==> src/rtl/reg_bank_pkg.sv <==
// reg_bank_pkg
// Shared definitions for the shadowed register bank and the EIM decoder:
// register offsets relative to BASE_ADDR, the commit FSM state type and
// the access-type encoding used on the EIM register port.
package reg_bank_pkg;

    localparam int OFF_STATUS      = 0;
    localparam int OFF_STICKY      = 1;
    localparam int OFF_IRQ_MASK    = 2;
    localparam int OFF_SHADOW_STAT = 3;
    localparam int OFF_CTRL_BASE   = 4;

    typedef enum logic {
        CS_IDLE,
        CS_PENDING
    } commit_state_t;

    // Bit 1 = write strobe, bit 0 = read strobe.
    typedef enum logic [1:0] {
        ACC_NONE       = 2'b00,
        ACC_READ       = 2'b01,
        ACC_WRITE      = 2'b10,
        ACC_READ_WRITE = 2'b11
    } acc_type_t;

    function automatic acc_type_t acc_decode(input logic rd, input logic wr);
        return acc_type_t'({wr, rd});
    endfunction

endpackage

==> src/rtl/reg_bank_sticky.sv <==
// reg_bank_sticky
// Registers the level status inputs, captures rising edges into sticky
// bits (write-1-to-clear, a new rise beats a clear in the same cycle) and
// produces a registered, masked interrupt.
//
// Ports:
//   eim_clk, eim_rst_n  clock, async active-low reset
//   status_in           level status inputs
//   w1c                 clear mask from a STICKY write (0 when no write)
//   irq_mask            per-bit interrupt enable
//   status_q            registered status_in
//   sticky_q            captured rising edges
//   status_irq          |(sticky_q & irq_mask), registered
module reg_bank_sticky
    import reg_bank_pkg::*;
#(
    parameter int STAT_W = 8
) (
    input  logic              eim_clk,
    input  logic              eim_rst_n,
    input  logic [STAT_W-1:0] status_in,
    input  logic [STAT_W-1:0] w1c,
    input  logic [STAT_W-1:0] irq_mask,
    output logic [STAT_W-1:0] status_q,
    output logic [STAT_W-1:0] sticky_q,
    output logic              status_irq
);

    always_ff @(posedge eim_clk or negedge eim_rst_n) begin
        if (!eim_rst_n) begin
            status_q   <= '0;
            sticky_q   <= '0;
            status_irq <= 1'b0;
        end else begin
            status_q   <= status_in;
            // Rise term is OR'd after the clear so set wins.
            sticky_q   <= (sticky_q & ~w1c) | (status_in & ~status_q);
            status_irq <= |(sticky_q & irq_mask);
        end
    end

endmodule

==> src/rtl/reg_bank_shadow.sv <==
// reg_bank_shadow
// Register bank for the detector control path. Control registers are
// double-buffered: writes land in a shadow copy and are promoted to the
// active copy (ctrl_out) together when commit_req arrives at a frame
// boundary. Also hosts status/sticky/irq-mask registers.
//
// Build option: REG_BANK_SHADOW_EN enables the shadow copy and commit FSM.
// Without it, control writes go straight to the active copy, shadow_pending
// is 0 and commit_req is only acknowledged.
//
// Ports:
//   eim_clk, eim_rst_n   clock, async active-low reset
//   reg_addr, reg_data   access address / write data
//   reg_data_index       write strobe
//   reg_read_index       read strobe
//   reg_read_out         read data, held until the next read
//   read_data_en         one-cycle read-valid pulse
//   addr_err             one-cycle pulse for an out-of-range access
//   status_in            level status inputs
//   status_irq           masked sticky interrupt
//   commit_req           frame-boundary commit request
//   commit_done          one-cycle commit acknowledge
//   shadow_pending       shadow written since the last commit
//   ctrl_out             active control values, reg k at [k*DATA_W +: DATA_W]
//
// Commit FSM:
//   state      | meaning
//   CS_IDLE    | shadow equals active
//   CS_PENDING | control write(s) since the last commit
module reg_bank_shadow
    import reg_bank_pkg::*;
#(
    parameter int                ADDR_W       = 16,
    parameter int                DATA_W       = 16,
    parameter int                NUM_CTRL     = 32,
    parameter int                STAT_W       = 8,
    parameter logic [ADDR_W-1:0] BASE_ADDR    = 16'h0100,
    parameter logic [DATA_W-1:0] CTRL_RST_VAL = '0
) (
    input  logic                       eim_clk,
    input  logic                       eim_rst_n,
    input  logic [ADDR_W-1:0]          reg_addr,
    input  logic [DATA_W-1:0]          reg_data,
    input  logic                       reg_data_index,
    input  logic                       reg_read_index,
    output logic [DATA_W-1:0]          reg_read_out,
    output logic                       read_data_en,
    output logic                       addr_err,
    input  logic [STAT_W-1:0]          status_in,
    output logic                       status_irq,
    input  logic                       commit_req,
    output logic                       commit_done,
    output logic                       shadow_pending,
    output logic [NUM_CTRL*DATA_W-1:0] ctrl_out
);

    logic [ADDR_W-1:0] offset;
    logic [ADDR_W-1:0] ctrl_idx;
    logic              in_range;
    logic              ctrl_hit;
    logic              ctrl_wr;
    logic              mask_wr;
    logic [STAT_W-1:0] sticky_w1c;
    logic [STAT_W-1:0] irq_mask_q;
    logic [STAT_W-1:0] status_q;
    logic [STAT_W-1:0] sticky_q;
    logic [DATA_W-1:0] rd_mux;
    acc_type_t         acc;

    logic [DATA_W-1:0] active_q [NUM_CTRL];

    always_comb begin
        acc      = acc_decode(reg_read_index, reg_data_index);
        offset   = reg_addr - BASE_ADDR;
        // The lower-bound test catches addresses below BASE_ADDR, which
        // would otherwise wrap to a large offset.
        in_range = (reg_addr >= BASE_ADDR) &&
                   (offset < ADDR_W'(OFF_CTRL_BASE + NUM_CTRL));
        ctrl_hit = in_range && (offset >= ADDR_W'(OFF_CTRL_BASE));
        ctrl_idx = offset - ADDR_W'(OFF_CTRL_BASE);
        ctrl_wr  = reg_data_index && ctrl_hit;
        mask_wr  = reg_data_index && in_range && (offset == ADDR_W'(OFF_IRQ_MASK));
        sticky_w1c = (reg_data_index && in_range && (offset == ADDR_W'(OFF_STICKY)))
                     ? reg_data[STAT_W-1:0] : '0;
    end

    reg_bank_sticky #(
        .STAT_W (STAT_W)
    ) u_sticky (
        .eim_clk    (eim_clk),
        .eim_rst_n  (eim_rst_n),
        .status_in  (status_in),
        .w1c        (sticky_w1c),
        .irq_mask   (irq_mask_q),
        .status_q   (status_q),
        .sticky_q   (sticky_q),
        .status_irq (status_irq)
    );

    always_ff @(posedge eim_clk or negedge eim_rst_n) begin
        if (!eim_rst_n) begin
            irq_mask_q <= '0;
        end else if (mask_wr) begin
            irq_mask_q <= reg_data[STAT_W-1:0];
        end
    end

`ifdef REG_BANK_SHADOW_EN
    logic [DATA_W-1:0] shadow_q [NUM_CTRL];
    commit_state_t     state_q;
    commit_state_t     state_nxt;
    logic              commit_apply;

    always_ff @(posedge eim_clk or negedge eim_rst_n) begin
        if (!eim_rst_n) begin
            state_q <= CS_IDLE;
        end else begin
            state_q <= state_nxt;
        end
    end

    always_comb begin
        state_nxt    = state_q;
        commit_apply = 1'b0;
        case (state_q)
            CS_IDLE: begin
                if (ctrl_wr) state_nxt = CS_PENDING;
            end
            CS_PENDING: begin
                commit_apply = commit_req;
                // A write coincident with the commit keeps us pending.
                if (commit_req && !ctrl_wr) state_nxt = CS_IDLE;
            end
            default: state_nxt = CS_IDLE;
        endcase
    end

    assign shadow_pending = (state_q == CS_PENDING);

    // Promotion copies the pre-write shadow, so a coincident control write
    // is held back for the next commit.
    always_ff @(posedge eim_clk or negedge eim_rst_n) begin
        if (!eim_rst_n) begin
            for (int k = 0; k < NUM_CTRL; k++) begin
                shadow_q[k] <= CTRL_RST_VAL;
                active_q[k] <= CTRL_RST_VAL;
            end
        end else begin
            for (int k = 0; k < NUM_CTRL; k++) begin
                if (ctrl_wr && (ctrl_idx == ADDR_W'(k))) shadow_q[k] <= reg_data;
                if (commit_apply) active_q[k] <= shadow_q[k];
            end
        end
    end
`else
    assign shadow_pending = 1'b0;

    always_ff @(posedge eim_clk or negedge eim_rst_n) begin
        if (!eim_rst_n) begin
            for (int k = 0; k < NUM_CTRL; k++) begin
                active_q[k] <= CTRL_RST_VAL;
            end
        end else begin
            for (int k = 0; k < NUM_CTRL; k++) begin
                if (ctrl_wr && (ctrl_idx == ADDR_W'(k))) active_q[k] <= reg_data;
            end
        end
    end
`endif

    always_comb begin
        ctrl_out = '0;
        for (int k = 0; k < NUM_CTRL; k++) begin
            ctrl_out[k*DATA_W +: DATA_W] = active_q[k];
        end
    end

    always_comb begin
        rd_mux = '0;
        if (in_range) begin
            if (offset == ADDR_W'(OFF_STATUS)) begin
                rd_mux = DATA_W'(status_q);
            end else if (offset == ADDR_W'(OFF_STICKY)) begin
                rd_mux = DATA_W'(sticky_q);
            end else if (offset == ADDR_W'(OFF_IRQ_MASK)) begin
                rd_mux = DATA_W'(irq_mask_q);
            end else if (offset == ADDR_W'(OFF_SHADOW_STAT)) begin
                rd_mux = DATA_W'(shadow_pending);
            end else begin
                for (int k = 0; k < NUM_CTRL; k++) begin
                    if (ctrl_idx == ADDR_W'(k)) begin
`ifdef REG_BANK_SHADOW_EN
                        rd_mux = shadow_q[k];
`else
                        rd_mux = active_q[k];
`endif
                    end
                end
            end
        end
    end

    always_ff @(posedge eim_clk or negedge eim_rst_n) begin
        if (!eim_rst_n) begin
            reg_read_out <= '0;
            read_data_en <= 1'b0;
            addr_err     <= 1'b0;
            commit_done  <= 1'b0;
        end else begin
            if (reg_read_index) reg_read_out <= rd_mux;
            read_data_en <= reg_read_index;
            addr_err     <= (acc != ACC_NONE) && !in_range;
            commit_done  <= commit_req;
        end
    end

endmodule

==> config.mk <==
export PLATFORM = sky130hd
export DESIGN_NAME = reg_bank_shadow
export DESIGN_NICKNAME = d
export VERILOG_FILES = /design/src/rtl/reg_bank_pkg.sv /design/src/rtl/reg_bank_sticky.sv /design/src/rtl/reg_bank_shadow.sv
export SDC_FILE = /design/constraint.sdc
export NUM_CORES = 1
export LEC_CHECK = 0
export ABC_AREA = 1
export CORE_MARGIN = 2
export CORE_UTILIZATION = 25
export CTS_CLUSTER_DIAMETER = 200
export CTS_CLUSTER_SIZE = 30
export DETAILED_ROUTE_END_ITERATION = 6
export GPL_TIMING_DRIVEN = 0
export PLACE_DENSITY = 0.5
export SYNTH_ARGS = -nofsm -noshare
export SYNTH_HDL_FRONTEND = slang
export SYNTH_SLANG_ARGS = --single-unit
==> constraint.sdc <==
create_clock -name eim_clk -period 4.7 [get_ports eim_clk]
set_input_delay 0.94 -clock eim_clk [delete_from_list [all_inputs] [get_ports eim_clk]]
set_output_delay 0.94 -clock eim_clk [all_outputs]
set_load 0.02 [all_outputs]
==> metrics.txt <==
# TYPE chip_impl_metric gauge
chip_impl_metric{name="pin_count",unit=""} 578
chip_impl_metric{name="worst_pin_slew",unit="ns"} 1.25
chip_impl_info{name="layout.cells.most_common",value="nand2_1"} 1
chip_impl_metric{name="yosys_register_bits",unit=""} 556
chip_impl_info{name="criticalPathCategory",value="input port to flip-flop"} 1
chip_impl_metric{name="multi_input_area",unit="um2"} 11300
chip_impl_metric{name="max_slew_margin",unit="%"} 16.5
chip_impl_info{name="beginning_of_the_worst_register_to_register_path",value="ctrl_out[2]"} 1
chip_impl_metric{name="register_area",unit="um2"} 13900
chip_impl_metric{name="gpl.final_weighted_congestion",unit=""} 0.940
chip_impl_info{name="start_kind",value="input port"} 1
chip_impl_metric{name="layout-drive-gt1-share",unit="%"} 12.4
chip_impl_metric{name="design.core.area",unit="um2"} 102000
chip_impl_metric{name="wire_length_of_the_first_global_routing_pass",unit="um"} 193000
chip_impl_info{name="timing.critical_path.to_type",value="flip-flop"} 1
chip_impl_metric{name="synth_simple_gate_area_share",unit="%"} 25.1
chip_impl_metric{name="grt-ovfl-total",unit=""} 0
chip_impl_metric{name="ant_nets",unit=""} 0
chip_impl_metric{name="final_worst_path_cycle_share",unit="%"} 108
chip_impl_metric{name="filler_cell_count",unit=""} 10900
chip_impl_metric{name="worst_slack",unit="ns"} -0.371
chip_impl_metric{name="die_w",unit="um"} 324
chip_impl_info{name="cts_tree",value="yes"} 1
chip_impl_metric{name="insertion_delay",unit="ns"} 0.64
chip_impl_metric{name="number_of_hold_buffers_added_after_cts",unit=""} 0
chip_impl_metric{name="data_arrival_critical_path",unit="ns"} 5.58
chip_impl_metric{name="hold_violations",unit=""} 0
chip_impl_metric{name="groute.usage.overall",unit="%"} 25.7
chip_impl_metric{name="worstRegToRegCells",unit=""} 28
chip_impl_metric{name="placement_rows",unit=""} 117
chip_impl_metric{name="max_stage_delay",unit="ns"} 0.22
chip_impl_info{name="layout_common_cells",value="nand2_1 (979), clkdlybuf4s50_1 (559), o21ai_0 (556), dfrtp_1 (556), nor2_1 (201)"} 1
chip_impl_metric{name="cp.required",unit="ns"} 5.21
chip_impl_info{name="setup_repair_after_global_routing_missed_its_margin",value="true"} 1
chip_impl_metric{name="yosysWarningCount",unit=""} 0
chip_impl_metric{name="min_period",unit="ns"} 5.07
chip_impl_metric{name="total_leakage_power",unit="nW"} 15.4
chip_impl_metric{name="cts.reportedPaths.clkPinSlew",unit="ns"} 0.12
chip_impl_metric{name="max_clock_skew",unit="ns"} 0.0358
chip_impl_metric{name="floorplan.initialDensity",unit="%"} 25.2
chip_impl_metric{name="max_freq",unit="MHz"} 197
chip_impl_metric{name="cts_sinks",unit=""} 556
chip_impl_info{name="crit_path_frequent_cell",value="nand2_1"} 1
chip_impl_metric{name="vias",unit=""} 26200
chip_impl_metric{name="floorplan.die_area",unit="um2"} 105000
chip_impl_metric{name="finalInstanceArea",unit="um2"} 35800
chip_impl_metric{name="cap_viol_max_count",unit=""} 0
chip_impl_metric{name="timing.final.max_slew_violations",unit=""} 0
chip_impl_metric{name="detail_route.drc_violations",unit=""} 0
chip_impl_metric{name="die_h",unit="um"} 324
chip_impl_metric{name="vias_per_cell",unit=""} 4.92
chip_impl_info{name="min-delay-path-class",value="input port to async pin"} 1
chip_impl_metric{name="irDropWorstVdd",unit="V"} 0.000229
chip_impl_info{name="critical_path.reg2reg.endpoint",value="reg_read_out[2]"} 1
chip_impl_info{name="status",value="finished, violations left"} 1
chip_impl_metric{name="setup_tns",unit="ns"} -1.82
chip_impl_metric{name="power_per_cell_area",unit="nW/um2"} 219
chip_impl_metric{name="numPortBuffers",unit=""} 576
chip_impl_metric{name="yosys-mux-area-fraction",unit="%"} 0
chip_impl_metric{name="synth_nets",unit=""} 3297
chip_impl_metric{name="setup_viol_count_final",unit=""} 13
chip_impl_metric{name="maximum_number_of_pins_on_one_net_before_global_route_repair",unit=""} 118
chip_impl_metric{name="netlist_instances",unit=""} 3250
chip_impl_metric{name="critPathBufInv",unit=""} 5
chip_impl_metric{name="fin_nets",unit=""} 3990
chip_impl_metric{name="routed_wirelength",unit="um"} 138000
chip_impl_metric{name="share_of_synthesized_area_occupied_by_flip_flops_and_latches",unit="%"} 54.4
chip_impl_metric{name="antenna_found_initial",unit=""} 10
chip_impl_metric{name="place.detailed.hpwl",unit="um"} 106000
chip_impl_metric{name="area_delta_synth_final",unit="%"} 40.2
chip_impl_info{name="clockRootBuffer",value="clkbuf_16"} 1
chip_impl_metric{name="drtIter0Drc",unit=""} 2615
chip_impl_info{name="combinational_family_with_the_most_area_after_synthesis",value="simple AND/OR/NAND/NOR gates"} 1
chip_impl_info{name="failed_checks",value="setup timing"} 1
chip_impl_metric{name="drt_pass1_iterations",unit=""} 6
chip_impl_metric{name="cts-root-to-sink-buffers",unit=""} 3
chip_impl_metric{name="netlist-cell-type-count",unit=""} 42
chip_impl_metric{name="wire_per_inst",unit="um"} 26.0
chip_impl_metric{name="ctsHtreeMaxLevel",unit=""} 1
chip_impl_info{name="critical-path-top-delay-family",value="simple AND/OR/NAND/NOR gates"} 1
chip_impl_metric{name="grt_pass1_vias",unit=""} 25100
chip_impl_metric{name="place_worst_setup_slack",unit="ns"} -2.49
chip_impl_metric{name="crit_fanout",unit=""} 7
chip_impl_metric{name="synth-adder-area-share",unit="%"} 0.0979
chip_impl_metric{name="tritoncts.num_buffers",unit=""} 22
chip_impl_metric{name="setup.reg_to_reg.worst_slack",unit="ns"} 0.79
chip_impl_info{name="timing.critical_path.slowest_stage_cell",value="nand4_1"} 1
chip_impl_metric{name="complex_gate_fraction_of_the_synthesized_area",unit="%"} 14.1
chip_impl_metric{name="syn_area",unit="um2"} 25600
chip_impl_metric{name="synth_area_per_cell",unit="um2"} 7.86
chip_impl_metric{name="yosys.area_share.xor_xnor",unit="%"} 0.0343
chip_impl_metric{name="placedInstanceArea",unit="um2"} 33200
kinds of logic (layout without fill, tap and decap cells):
group	count (synthesis)	in the layout
other	1	3
AO/OA/AOI/OAI	713	713
XOR/XNOR	1	1
adder cells (fa/ha/maj)	2	2
AND/OR/NAND/NOR	1568	1568
buffers and inverters	409	1102
flip-flops	556	556
per-layer routing:
metal  up-vias  global-route usage (%)  wire (um)  part of all wire (%)
li1      11900                       -          -                     -
met4         6                    4.69       3010                   2.2
met2      1002                    42.6      65200                    47
met3       129                    5.37      10600                   7.6
met1     13200                    34.7      59500                    43
met5         -                       0         35                 0.025
repair_timing:
action                     CTS  global route
pin swaps                  157           202
setup endpoints to repair  496           302
setup buffers               66            22
gates resized for setup    305           202
state kept, by name (all words and copies together) (netlist names):
name                 count
commit_done              1
irq_mask_q               8
ctrl_out               512
u_sticky.status_irq      1
reg_read_out            16
u_sticky.sticky_q        8
u_sticky.status_q        8
addr_err                 1
read_data_en             1
where the power goes:
group          switching, W  total, W  internal [W]  leakage [nW]
combinational      0.000381  0.000493      0.000112          7.37
sequential       0.00000155   0.00479       0.00479          7.70
clock               0.00169   0.00255      0.000868         0.285
cells in the mapped netlist (all sizes together):
cell / number / area, um2
nor2: 284 / 1160
and3: 5 / 31.3
inv: 218 / 818
o22ai: 1 / 6.26
dfrtp: 556 / 13900
a221oi: 3 / 26.3
nand4: 70 / 438
a21oi: 121 / 606
nand3: 81 / 433
xor2: 1 / 8.76
clkbuf: 176 / 661
or2: 7 / 43.8
ha: 2 / 25.0
conb: 1 / 3.75
nor4: 1 / 6.26
clkinv: 2 / 7.51
o21bai: 4 / 30.0
a22o: 1 / 8.76
buf: 13 / 86.3
a31o: 1 / 8.76
nor3: 25 / 136
o221ai: 3 / 26.3
nand3b: 4 / 30.0
nor3b: 4 / 30.0
nand2: 1087 / 4110
o21ai: 579 / 2900
per-stage QoR:
stage	hold slack [ns]	instances	total power (W)	utilization (%)
CTS	0.176	5289	0.00788	34.5
global route	0.189	5311	0.00807	35.3
detailed placement	0.430	5199	0.00532	32.7
global placement	0.423	5194	0.00531	32.5
floorplan	0.419	3250	0.00499	-
finish	0.186	5313	0.00784	35.3
final cells by class:
type                    instances  share of cell area [%]
well taps                    1368                    4.78
inverters                     220                    2.39
clock buffers                  22                    1.54
flip-flops and latches        556                    38.8
diodes                          2                  0.0140
plain buffers                 189                    2.32
multi-input cells            2285                    31.5
repair buffers                669                    18.5
clock inverters                 2                  0.0908
worst max path at each step:
stage          cells after the start   startpoint              end
3_5_place_dp                      31  reg_addr[2]  reg_read_out[1]
4_1_cts                           39  reg_addr[8]  reg_read_out[6]
3_3_place_gp                       1    eim_rst_n    ctrl_out[325]
2_1_floorplan                     38  reg_addr[8]  reg_read_out[1]
6_report                          36  reg_addr[9]  reg_read_out[6]
5_1_grt                           39  reg_addr[9]  reg_read_out[1]
(Power assumes the default switching activity.)
